### src/rtl/ste_dice_bank.sv
// ste_dice_bank
//
// Multi-die roller. It owns the roll sequencing for N_DICE independent dice
// and registers a result summary of the sum of the enabled dice and an
// all-equal flag.
//
// Ports:
//   clk          system clock
//   reset_ni     asynchronous active-low reset
//   trig_i       roll request, single-cycle pulse, already synchronised
//   en_i         per-die enable; a disabled die does not step and is left out of the result
//   hold_i       per-die hold; a held die keeps its value during a roll
//   val_o        die values, die i at [VAL_W*(i+1)-1 -: VAL_W]
//   valid_o      copy of en_i, captured together with the result
//   sum_o        sum of the enabled die values
//   all_equal_o  1 when at least 2 dice are enabled and all enabled values match
//   busy_o       roll in progress (state != IDLE)
//   done_o       one-cycle pulse: result outputs were just updated
//   state_o      current FSM state, for debug and checkers
//
// Handshake: trig_i is accepted only in IDLE, which includes the cycle in
// which done_o is high. It is dropped while busy_o is high, with no restart
// and no queuing. Each accepted trig_i produces exactly one done_o pulse
// ROLL_CYC+2 edges later, unless reset intervenes.
module ste_dice_bank #(
    parameter int N_DICE   = 4,
    parameter int FACES    = 6,
    parameter int ROLL_CYC = 16,
    localparam int VAL_W   = $clog2(FACES + 1),
    localparam int SUM_W   = $clog2(N_DICE * FACES + 1)
) (
    input  logic                      clk,
    input  logic                      reset_ni,
    input  logic                      trig_i,
    input  logic [N_DICE-1:0]         en_i,
    input  logic [N_DICE-1:0]         hold_i,
    output logic [N_DICE*VAL_W-1:0]   val_o,
    output logic [N_DICE-1:0]         valid_o,
    output logic [SUM_W-1:0]          sum_o,
    output logic                      all_equal_o,
    output logic                      busy_o,
    output logic                      done_o,
    output logic [1:0]                state_o
);

    localparam int CNT_W = $clog2(ROLL_CYC + 1);

    typedef enum logic [1:0] {
        IDLE = 2'd0,
        ROLL = 2'd1,
        SUM  = 2'd2
    } state_t;

    state_t             state, state_nx;
    logic [CNT_W-1:0]   cnt, cnt_nx;
    logic               roll_step;
    logic               capture;

    logic [VAL_W-1:0]   val [N_DICE];

    // Advance a die by s faces, wrapping within 1..FACES. The intermediate
    // value v-1+s is at most 2*FACES-2, which fits in VAL_W+1 bits, so a
    // single conditional subtract replaces the modulo.
    function automatic logic [VAL_W-1:0] step_val(input logic [VAL_W-1:0] v,
                                                  input logic [VAL_W:0]   s);
        logic [VAL_W:0] t;
        t = {1'b0, v} + s - (VAL_W+1)'(1);
        if (t >= (VAL_W+1)'(FACES)) begin
            t = t - (VAL_W+1)'(FACES);
        end
        return VAL_W'(t + (VAL_W+1)'(1));
    endfunction

    // ---------------------------------------------------------------- FSM
    always_ff @(posedge clk or negedge reset_ni) begin
        if (!reset_ni) begin
            state <= IDLE;
            cnt   <= '0;
        end else begin
            state <= state_nx;
            cnt   <= cnt_nx;
        end
    end

    always_comb begin
        state_nx  = state;
        cnt_nx    = cnt;
        roll_step = 1'b0;
        capture   = 1'b0;
        case (state)
            IDLE: begin
                // The accepting edge only loads the counter; dice start
                // stepping on the next edge.
                if (trig_i) begin
                    state_nx = ROLL;
                    cnt_nx   = CNT_W'(ROLL_CYC - 1);
                end
            end
            ROLL: begin
                roll_step = 1'b1;
                if (cnt == '0) begin
                    state_nx = SUM;
                end else begin
                    cnt_nx = cnt - CNT_W'(1);
                end
            end
            SUM: begin
                capture  = 1'b1;
                state_nx = IDLE;
            end
            default: begin
                state_nx = IDLE;
            end
        endcase
    end

    assign busy_o  = (state != IDLE);
    assign state_o = state;

    // --------------------------------------------------------------- dice
    for (genvar i = 0; i < N_DICE; i++) begin : g_die
        localparam int STEP = (i % (FACES - 1)) + 1;
        localparam int INIT = (i % FACES) + 1;

        always_ff @(posedge clk or negedge reset_ni) begin
            if (!reset_ni) begin
                val[i] <= VAL_W'(INIT);
            end else if (roll_step && en_i[i] && !hold_i[i]) begin
                val[i] <= step_val(val[i], (VAL_W+1)'(STEP));
            end
        end

        assign val_o[VAL_W*(i+1)-1 -: VAL_W] = val[i];
    end

    // ------------------------------------------------------------ summary
    logic [SUM_W-1:0] sum_c;
    logic [3:0]       n_en;
    logic [VAL_W-1:0] ref_v;
    logic             have_ref;
    logic             mismatch;
    logic             eq_c;

    // The first enabled die is the reference. Any other enabled die that
    // differs from it clears the all-equal flag.
    always_comb begin
        sum_c    = '0;
        n_en     = '0;
        ref_v    = '0;
        have_ref = 1'b0;
        mismatch = 1'b0;
        for (int i = 0; i < N_DICE; i++) begin
            if (en_i[i]) begin
                sum_c = sum_c + SUM_W'(val[i]);
                n_en  = n_en + 4'd1;
                if (!have_ref) begin
                    ref_v    = val[i];
                    have_ref = 1'b1;
                end else if (val[i] != ref_v) begin
                    mismatch = 1'b1;
                end
            end
        end
        eq_c = (n_en >= 4'd2) && !mismatch;
    end

    always_ff @(posedge clk or negedge reset_ni) begin
        if (!reset_ni) begin
            sum_o       <= '0;
            all_equal_o <= 1'b0;
            valid_o     <= '0;
            done_o      <= 1'b0;
        end else begin
            done_o <= capture;
            if (capture) begin
                sum_o       <= sum_c;
                all_equal_o <= eq_c;
                valid_o     <= en_i;
            end
        end
    end

endmodule

### config.mk
export PLATFORM = sky130hd
export DESIGN_NAME = ste_dice_bank
export DESIGN_NICKNAME = d
export VERILOG_FILES = /design/src/rtl/ste_dice_bank.sv
export SDC_FILE = /design/constraint.sdc
export NUM_CORES = 1
export LEC_CHECK = 0
export ABC_AREA = 1
export ABC_CLOCK_PERIOD_IN_PS = 2730
export BUFFER_PORTS_ARGS = -buffer_cell sky130_fd_sc_hd__buf_2
export CAP_MARGIN = 20
export CORE_MARGIN = 8
export CORE_UTILIZATION = 50
export CTS_CLUSTER_DIAMETER = 50
export DETAILED_ROUTE_END_ITERATION = 6
export PLACE_DENSITY = 0.76
export SETUP_SLACK_MARGIN = 0.05
export SLEW_MARGIN = 20
export SYNTH_ARGS = -nofsm -noshare
export SYNTH_HDL_FRONTEND = slang
export SYNTH_SLANG_ARGS = --single-unit
### constraint.sdc
create_clock -name clk -period 2.73 [get_ports clk]
set_input_delay 0.1365 -clock clk [delete_from_list [all_inputs] [get_ports clk]]
set_output_delay 0.1365 -clock clk [all_outputs]
set_load 0.05 [all_outputs]
==> Yosys cells after proc, flatten, opt, wreduce, memory -nomap -nowiden <==
Index checks and enable logic that the tools add are counted.
W data, S select, Z words.
{ "classes": {"add_sub_neg": 23, "n_div": 0, "multipliers": 0, "reduce_logical": 20, "shift": 0, "magnitude_cmp": 5, "bitwise": 0, "mux": 41, "n_eq_ne": 8} }
{ "ops": {"columns": ["operator", "n"], "rows": [
  ["$mux W3", 14],
  ["$mux W5", 5],
  ["$ge A4 B3 Y1 const B", 4],
  ["$sub A4 B1 Y4 const B", 4],
  ["$add A5 B3 Y5", 3],
  ["$mux W1", 15],
  ["$add A3 B1 Y3 const B", 4],
  ["$add A4 B1 Y4 const B", 3],
  ["$mux W4", 3],
  ["$sub A3 B3 Y3 const B", 4],
  ["$pmux W5 S2", 1],
  ["$logic_and A1 B1 Y1", 9],
  ["$ne A3 B3 Y1", 3],
  ["$add A3 B2 Y4 const B", 2],
  ["$ne A2 B2 Y1 const B", 3],
  ["$logic_not A1 Y1", 5],
  ["$logic_not A5 Y1", 1],
  ["$sub A5 B1 Y5 const B", 1],
  ["$add A3 B1 Y4 const B", 1],
  ["$add A3 B3 Y4 const B", 1],
  ["$ge A4 B2 Y1 const B", 1],
  ["$mux W2", 2],
  ["$pmux W2 S2", 1],
  ["$reduce_bool A2 Y1", 2],
  ["other kinds (5)", 5]
]} }
{ "totals": {"output_inout_bits": 26, "elab_cells": 107, "memories": 0, "input_bits": 11, "register_bits": 30, "latch_bits": 0, "ram_bits": 0, "rom_bits": 0} }

==> Depth between registers and ports, before layout <==
Gate-level depths: netlist (run 1).
{ "depth": {"word_depth": 13, "depth_mapped": 20, "depth_no_buf": 19} }

==> Least setup slack after synthesis (run 1) <==
OpenSTA, ideal clock, no wires.
{ "synth_timing": {"path_type": "reg-to-reg", "start": "reg val, in the netlist val_o[2]", "end": "reg sum_o[4]", "setup_slack_ns": -0.179, "arrival_ns": 2.792, "t_required_ns": 2.612, "path_stages_with_launch": 19, "period_less_slack_ns": 2.909, "setup_time_ns": 0.118, "path_buffers": 0, "cell_sequence": "dfrtp_1 > nand2_1 > inv_1 > ha_1 > inv_1 > nand2_1 > nand3_1 > o21ai_1 > ha_1 > xnor2_1 > nand2_1 > o21ai_0 > inv_1 > ha_1 > nand2_1 > a21oi_1 > nand4_1 > nand3_1 > nand2_1"} }
{ "synth_via": {"elab_chain_len": 7} }
{ "synth_lines": {"columns": ["item", "line", "source"], "rows": [
  ["start: declaration", "59", "logic [VAL_W-1:0] val [N_DICE];"],
  ["start signal: indexed assignment", "127", "val[i] <= VAL_W'(INIT);"],
  ["start signal: indexed assignment", "129", "val[i] <= step_val(val[i], (VAL_W+1)'(STEP));"],
  ["$mux W3 *", "153", "if (en_i[i]) begin"],
  ["$add A5 B3 Y5", "154", "sum_c = sum_c + SUM_W'(val[i]);"],
  ["$mux W5 *", "153", null],
  ["$add A5 B3 Y5", "154", null],
  ["$mux W5 *", "153", null],
  ["$add A5 B3 Y5", "154", null],
  ["$mux W5 *", "153", null],
  ["end signal: assignment", "176", "sum_o <= sum_c;"],
  ["end: declaration", "39", "output logic [SUM_W-1:0] sum_o,"]
]} }
Every way passes the cells marked *; elsewhere a longest branch is shown, timed or not.
A chain may end at the register's enable or synchronous reset.

==> Final worst setup path (run 1) <==
Same ends and word-level chain as after synthesis.

==> results.ini, run 1 <==
[finish]
postLayoutCellArea_um2 = 2380
area_growth_pct = 17.2
final_cells = 352
num-fill-cells = 369
diodes = 0
finalCoreUtilization_pct = 60.3
finalNetCount = 333
layout-drive-gt1-share_pct = 26.5

[routing]
dr.pass1.iters = 4
avgRoutedWirePerCell_um = 13.1
vias = 1782
routed_via_density = 5.06
drt-initial-drc-count = 67
drc = 0
wirelength_um = 4600
ant_nets = 0

[yosys]
yosys.cell_count.top_type = nand2_1
yosys-top-cells-count = 73 x nand2_1, 27 x inv_1, 23 x dfrtp_1
ys_top_cells_by_area = dfrtp_1 28%, nand2_1 14%, ha_1 9.9%, dfstp_2 6.5%, nand3_1 5.4%
syn-instance-count = 263
synth-main-ff-cell = dfrtp_1
synth_seq_cells = 28
synth-seq-area-share_pct = 34.8
yosys.cell_types.count = 30
yosysTopAreaCellShare_pct = 28.4
synth_warnings = 0
syn_area_um2 = 2030
synth_edf_count = 0
syn_avg_cell_area_um2 = 7.72
synthArstFlopShare_pct = 100
yosys.area.top_type = dfrtp_1

[placement]
io_buffers = 34
place_ws_ns = 0.0496
place_hpwl_um = 3480
dp_cells = 344
gp_congestion = 0.868
placed_cell_area_um2 = 2230

[timing]
rsz0062_at_grt = yes
finalCritPeriodShare_pct = 99.5
final.setup.tns_ns = 0
finalWorstSetupSlack_ns = 0.0124
drv_slew = 0
worst_hold_slack_ns = 0.148
setup_viol = 0
max_slew_margin_pct = 59.1
hold_viol = 0
clock_skew_ns = 0.00370
fmax_ghz = 0.368
worst_pin_slew_ns = 0.613
layout_min_cycle_time_ns = 2.72

[critical_path]
startpoint = val_o[2]
end_kind = flop
critPathRequiredTime_ns = 2.91
crit_fanout = 4
rr_startpoint = val_o[2]
worstSetupPathType = flop to flop
cp-start-kind = flop
timing.critical_path.arrival_ns = 2.90

[floorplanning]
chipWidth_um = 79.7
core_um2 = 3940
die_y_um = 79.7
dieArea_um2 = 6350
pin_count = 37
initial_core_util_pct = 51.5
core.rowCount = 23

[cts]
clock-sinks = 28
cts.clk_slew.worst_paths_ns = 0.10
cts.htree.levels = 1
worstSkewPairLatency_ns = 0.27
cts_buffers = 3
cts-root-buf = clkbuf_8
cts_max_path_buffers = 2
cts_tree = yes

[pwr]
p_leak_nw = 1.27
seqPwrFrac_pct = 27.3
p_int_mw = 1.39
switching_share_pct = 52.1
fin_total_pwr_mw = 2.91
p_per_area_nw_per_um2 = 1220
power_frac_comb_pct = 61.4
vdd_drop_max_mv = 0.562
clockPowerShare_pct = 11.3
p_switching_mw = 1.52

[grt]
grtUsageTotal_pct = 14.9
grt_max_degree = 29
grt_pass1_wl_um = 7660
grt_pass1_vias = 1735
grt.overflow.total = 0
antenna_found_initial = 0

[flow_run]
drv_cap = 0

[min_path]
hold_start = hold_i[1]
hp-class = input pin to flop

[status]
status = completed

-- cells in the final DEF (no fill, tap or decap), types with 5 or more instances in the layout --
cell	n
ha_1	13
buf_2	34
inv_2	9
o21ai_1	5
nor2_1	18
dfstp_2	5
o21ai_0	14
a21oi_1	8
xor2_1	5
dfrtp_1	21
inv_1	25
buf_4	6
nand2_2	5
nand2_1	72
nand3_1	22
-- final cells by class --
class	instances	area (µm²)	share of cell area, %
tap	50	62.6	2.63
clock buffer	3	41.3	1.74
multi-input combinational	195	1180	49.7
timing repair buffer	41	225	9.47
clock inverter	1	30.0	1.26
sequential	28	709	29.8
inverter	34	128	5.37
-- sequential cells by signal (all words and copies together) (netlist names) --
name / count
val_o: 10
cnt: 5
sum_o: 5
valid_o: 4
state_o: 2
all_equal_o: 1
done_o: 1
-- kinds of logic after synthesis --
logic type               after synthesis  synth area share, %
AND/OR/NAND/NOR                      131                 29.9
buffers and inverters                 41                 9.62
AO/OA/AOI/OAI                         34                 9.00
flip-flops                            28                 34.8
adder cells (fa/ha/maj)               19                 12.8
XOR/XNOR                               8                 3.45
other                                  2                0.370
-- layer usage --
layer / vias to the layer above / GRT usage, % / wire, µm
met5: - / 0 / 0
met4: 0 / 3.70 / 70
met3: 8 / 3.94 / 318
met2: 49 / 25.8 / 2270
met1: 820 / 17.8 / 1940
li1: 905 / - / -
-- power groups by stage --
| stage | logic (mW) | registers (mW) | clock network (mW) |
|---|---|---|---|
| after global routing | 1.98 | 0.822 | 0.353 |
| after global placement | 1.63 | 0.784 | 0 |
| after CTS | 1.69 | 0.783 | 0.336 |
| after floorplan | 0.850 | 1.22 | 0 |
| after detailed placement | 1.67 | 0.789 | 0 |
| final | 1.78 | 0.795 | 0.329 |
-- final timing paths --
path / slack, ns / cells after the start / to
min in group asynchronous: 0.40 / 2 / sum_o[2]
max: 0.01 / 17 / sum_o[4]
max reg2reg: 0.01 / 17 / sum_o[4]
max in group asynchronous: 1.89 / 2 / val_o[2]
min reg2reg: 0.48 / 2 / valid_o[3]
min: 0.15 / 4 / val_o[4]
-- critical path: stages, from the launching register on --
cell,delay (ns)
dfrtp_2,0.44
nand2_2,0.08
inv_2,0.05
ha_4,0.25
nand4_1,0.11
nand3_1,0.16
o21ai_2,0.08
ha_1,0.31
xnor2_1,0.17
nand2_1,0.09
o21ai_2,0.09
inv_2,0.10
ha_4,0.27
nand2_1,0.06
a21oi_2,0.14
nand4_1,0.09
nand3_1,0.08
nand2_1,0.05
-- what timing repair did --
item                                    4_1_cts  5_1_grt
pin swaps                                     0        8
endpoints found under the hold margin        23        0
hold buffers                                  1        0
endpoints found under the setup margin        1        3
buffers inserted                              0        3
gates resized for setup                       1        6
(Power assumes the default switching activity.)
==> run 2: changes to the inputs <==
CORE_MARGIN = default   (was 8)
CORE_UTILIZATION = 30   (was 50)
PLACE_DENSITY = default   (was 0.76)
==> results.ini, run 2 (synthesis gave the netlist of run 1 again) <==
[critical_path]
critPathRequiredTime_ns = 2.90
slowest_stage = dfstp_2
reg2reg_depth = 14
crit_fanout = 2
startpoint = val_o[4]
cpLargestDelayFamily = adder cells
end_kind = flop
critPathMaxStageDelay_ns = 0.55
timing.critical_path.arrival_ns = 2.75
cp-endpoint = sum_o[4]
critical_path_buf_inv_count = 2
r2r_slack_ns = 0.15
cp_cell_sequence = nand2_2 -> xnor2_2 -> inv_1 -> fa_2 -> xnor2_2 -> nand2_1 -> o21ai_2 -> inv_2 -> ha_4 -> nand2_2 -> a21oi_2 -> nand4_1 -> nand3_1 -> nand2_1
worst-path-stages = 14
cp-start-kind = flop
r2r-end = sum_o[4]
worstSetupPathType = flop to flop
rr_startpoint = val_o[4]

[finish]
largest_reg_flops = 10
diodes = 0
layout_common_cells = 71 x nand2_1, 34 x buf_2, 25 x inv_1
layout-drive-gt1-share_pct = 29.2
mostFrequentLayoutCell = nand2_1
finalNetCount = 336
area_growth_pct = 20.9

[placement]
gp_congestion = 0.820
place_hpwl_um = 3470
io_buffers = 34

[pwr]
clockPowerShare_pct = 8.8
power_frac_comb_pct = 64.0
p_leak_nw = 1.28
switching_share_pct = 52.3
p_per_area_nw_per_um2 = 1170
seqPwrFrac_pct = 27.2
p_switching_mw = 1.50
vdd_drop_max_mv = 0.496
p_int_mw = 1.37

[min_path]
hp-class = input pin to flop
hold_start = trig_i

[grt]
antenna_found_initial = 0
grt_pass1_wl_um = 7530
grt.overflow.total = 0
grtUsageTotal_pct = 13.0
grt_pass1_vias = 1582
grt_max_degree = 29

[routing]
routed_via_density = 4.63
drt-initial-drc-count = 62
wirelength_um = 4380
avgRoutedWirePerCell_um = 11.5
ant_nets = 0
vias = 1768
drc = 12
dr.pass1.iters = 6

[timing]
drv_slew = 0
clock_skew_ns = 0.00261
worst_pin_slew_ns = 0.614
max_slew_margin_pct = 59.1
layout_min_cycle_time_ns = 2.58
fmax_ghz = 0.387
finalCritPeriodShare_pct = 94.6
worst_hold_slack_ns = 0.163
rsz0062_at_grt = yes
setup_viol = 0
hold_viol = 0
final.setup.tns_ns = 0

[cts]
cts_tree = yes
worstSkewPairLatency_ns = 0.27
cts_max_path_buffers = 2
clock-sinks = 28
cts-root-buf = clkbuf_8
cts.htree.levels = 1
cts_buffers = 3
cts.clk_slew.worst_paths_ns = 0.09

[floorplanning]
dieArea_um2 = 7100
die_y_um = 84.3
initial_core_util_pct = 31.6
core.rowCount = 29
core_um2 = 6420
chipWidth_um = 84.3
pin_count = 37

[status]
status = complete, but fails checks
violations = design-rule violations

[flow_run]
drv_cap = 0

[run 2: routing by layer]
metal  wire [µm]  global-route usage, %
met1        2100                   17.0
met2        2030                   22.5
met3         235                   2.95
met4          16                   1.41
met5           0                      0
[run 2: worst reg2reg max path, stage by stage (launching register included)]
cell and delay (ns):
dfstp_2 0.55, nand2_2 0.07, xnor2_2 0.22, inv_1 0.11
fa_2 0.40, xnor2_2 0.17, nand2_1 0.08, o21ai_2 0.09
inv_2 0.09, ha_4 0.26, nand2_2 0.05, a21oi_2 0.14
nand4_1 0.12, nand3_1 0.08, nand2_1 0.05
[run 2: power by group through the flow]
| stage | registers [mW] | clock network (mW) | logic [mW] |
|---|---|---|---|
| final | 0.783 | 0.253 | 1.84 |
| after global routing | 0.810 | 0.283 | 2.04 |
| after CTS | 0.774 | 0.261 | 1.70 |
| after detailed placement | 0.784 | 0 | 1.67 |
| after global placement | 0.777 | 0 | 1.65 |
| after floorplan | 1.22 | 0 | 0.850 |
[run 2: how the worst min path moves through the flow]
stage	end	slack, ns	cells after the start
4_1_cts	val_o[4]	0.16	4
3_5_place_dp	valid_o[2]	0.20	1
3_3_place_gp	done_o	0.20	1
5_1_grt	cnt[3]	0.18	3
2_1_floorplan	all_equal_o	-0.16	0
6_report	cnt[2]	0.16	3
[run 2: final cells by class]
cell class,instances,area [µm²]
Clock buffer,4,55.1
Fill cell,664,3970
Inverter,34,128
Multi-Input combinational cell,195,1220
Sequential cell,28,709
Tap cell,77,96.3
Timing Repair Buffer,44,248
[run 2: repair_timing]
action,CTS,global route
endpoints found under the setup margin,3,3
endpoints found under the hold margin,23,0
pin swaps,0,11
setup buffers,1,4
resized for setup,1,12
hold buffers,1,0
[run 2: through the flow]
stage	std cells	area (µm²)	worst slack, ns	utilization (%)	power (mW)
after floorplan	264	2040	0.0208	-	2.07
after global placement	372	2270	0.116	35.4	2.43
after detailed placement	372	2270	0.0259	35.4	2.46
after CTS	378	2350	0.0676	36.5	2.74
after global routing	382	2450	-0.0240	38.2	3.14
final	382	2450	0.147	38.2	2.88
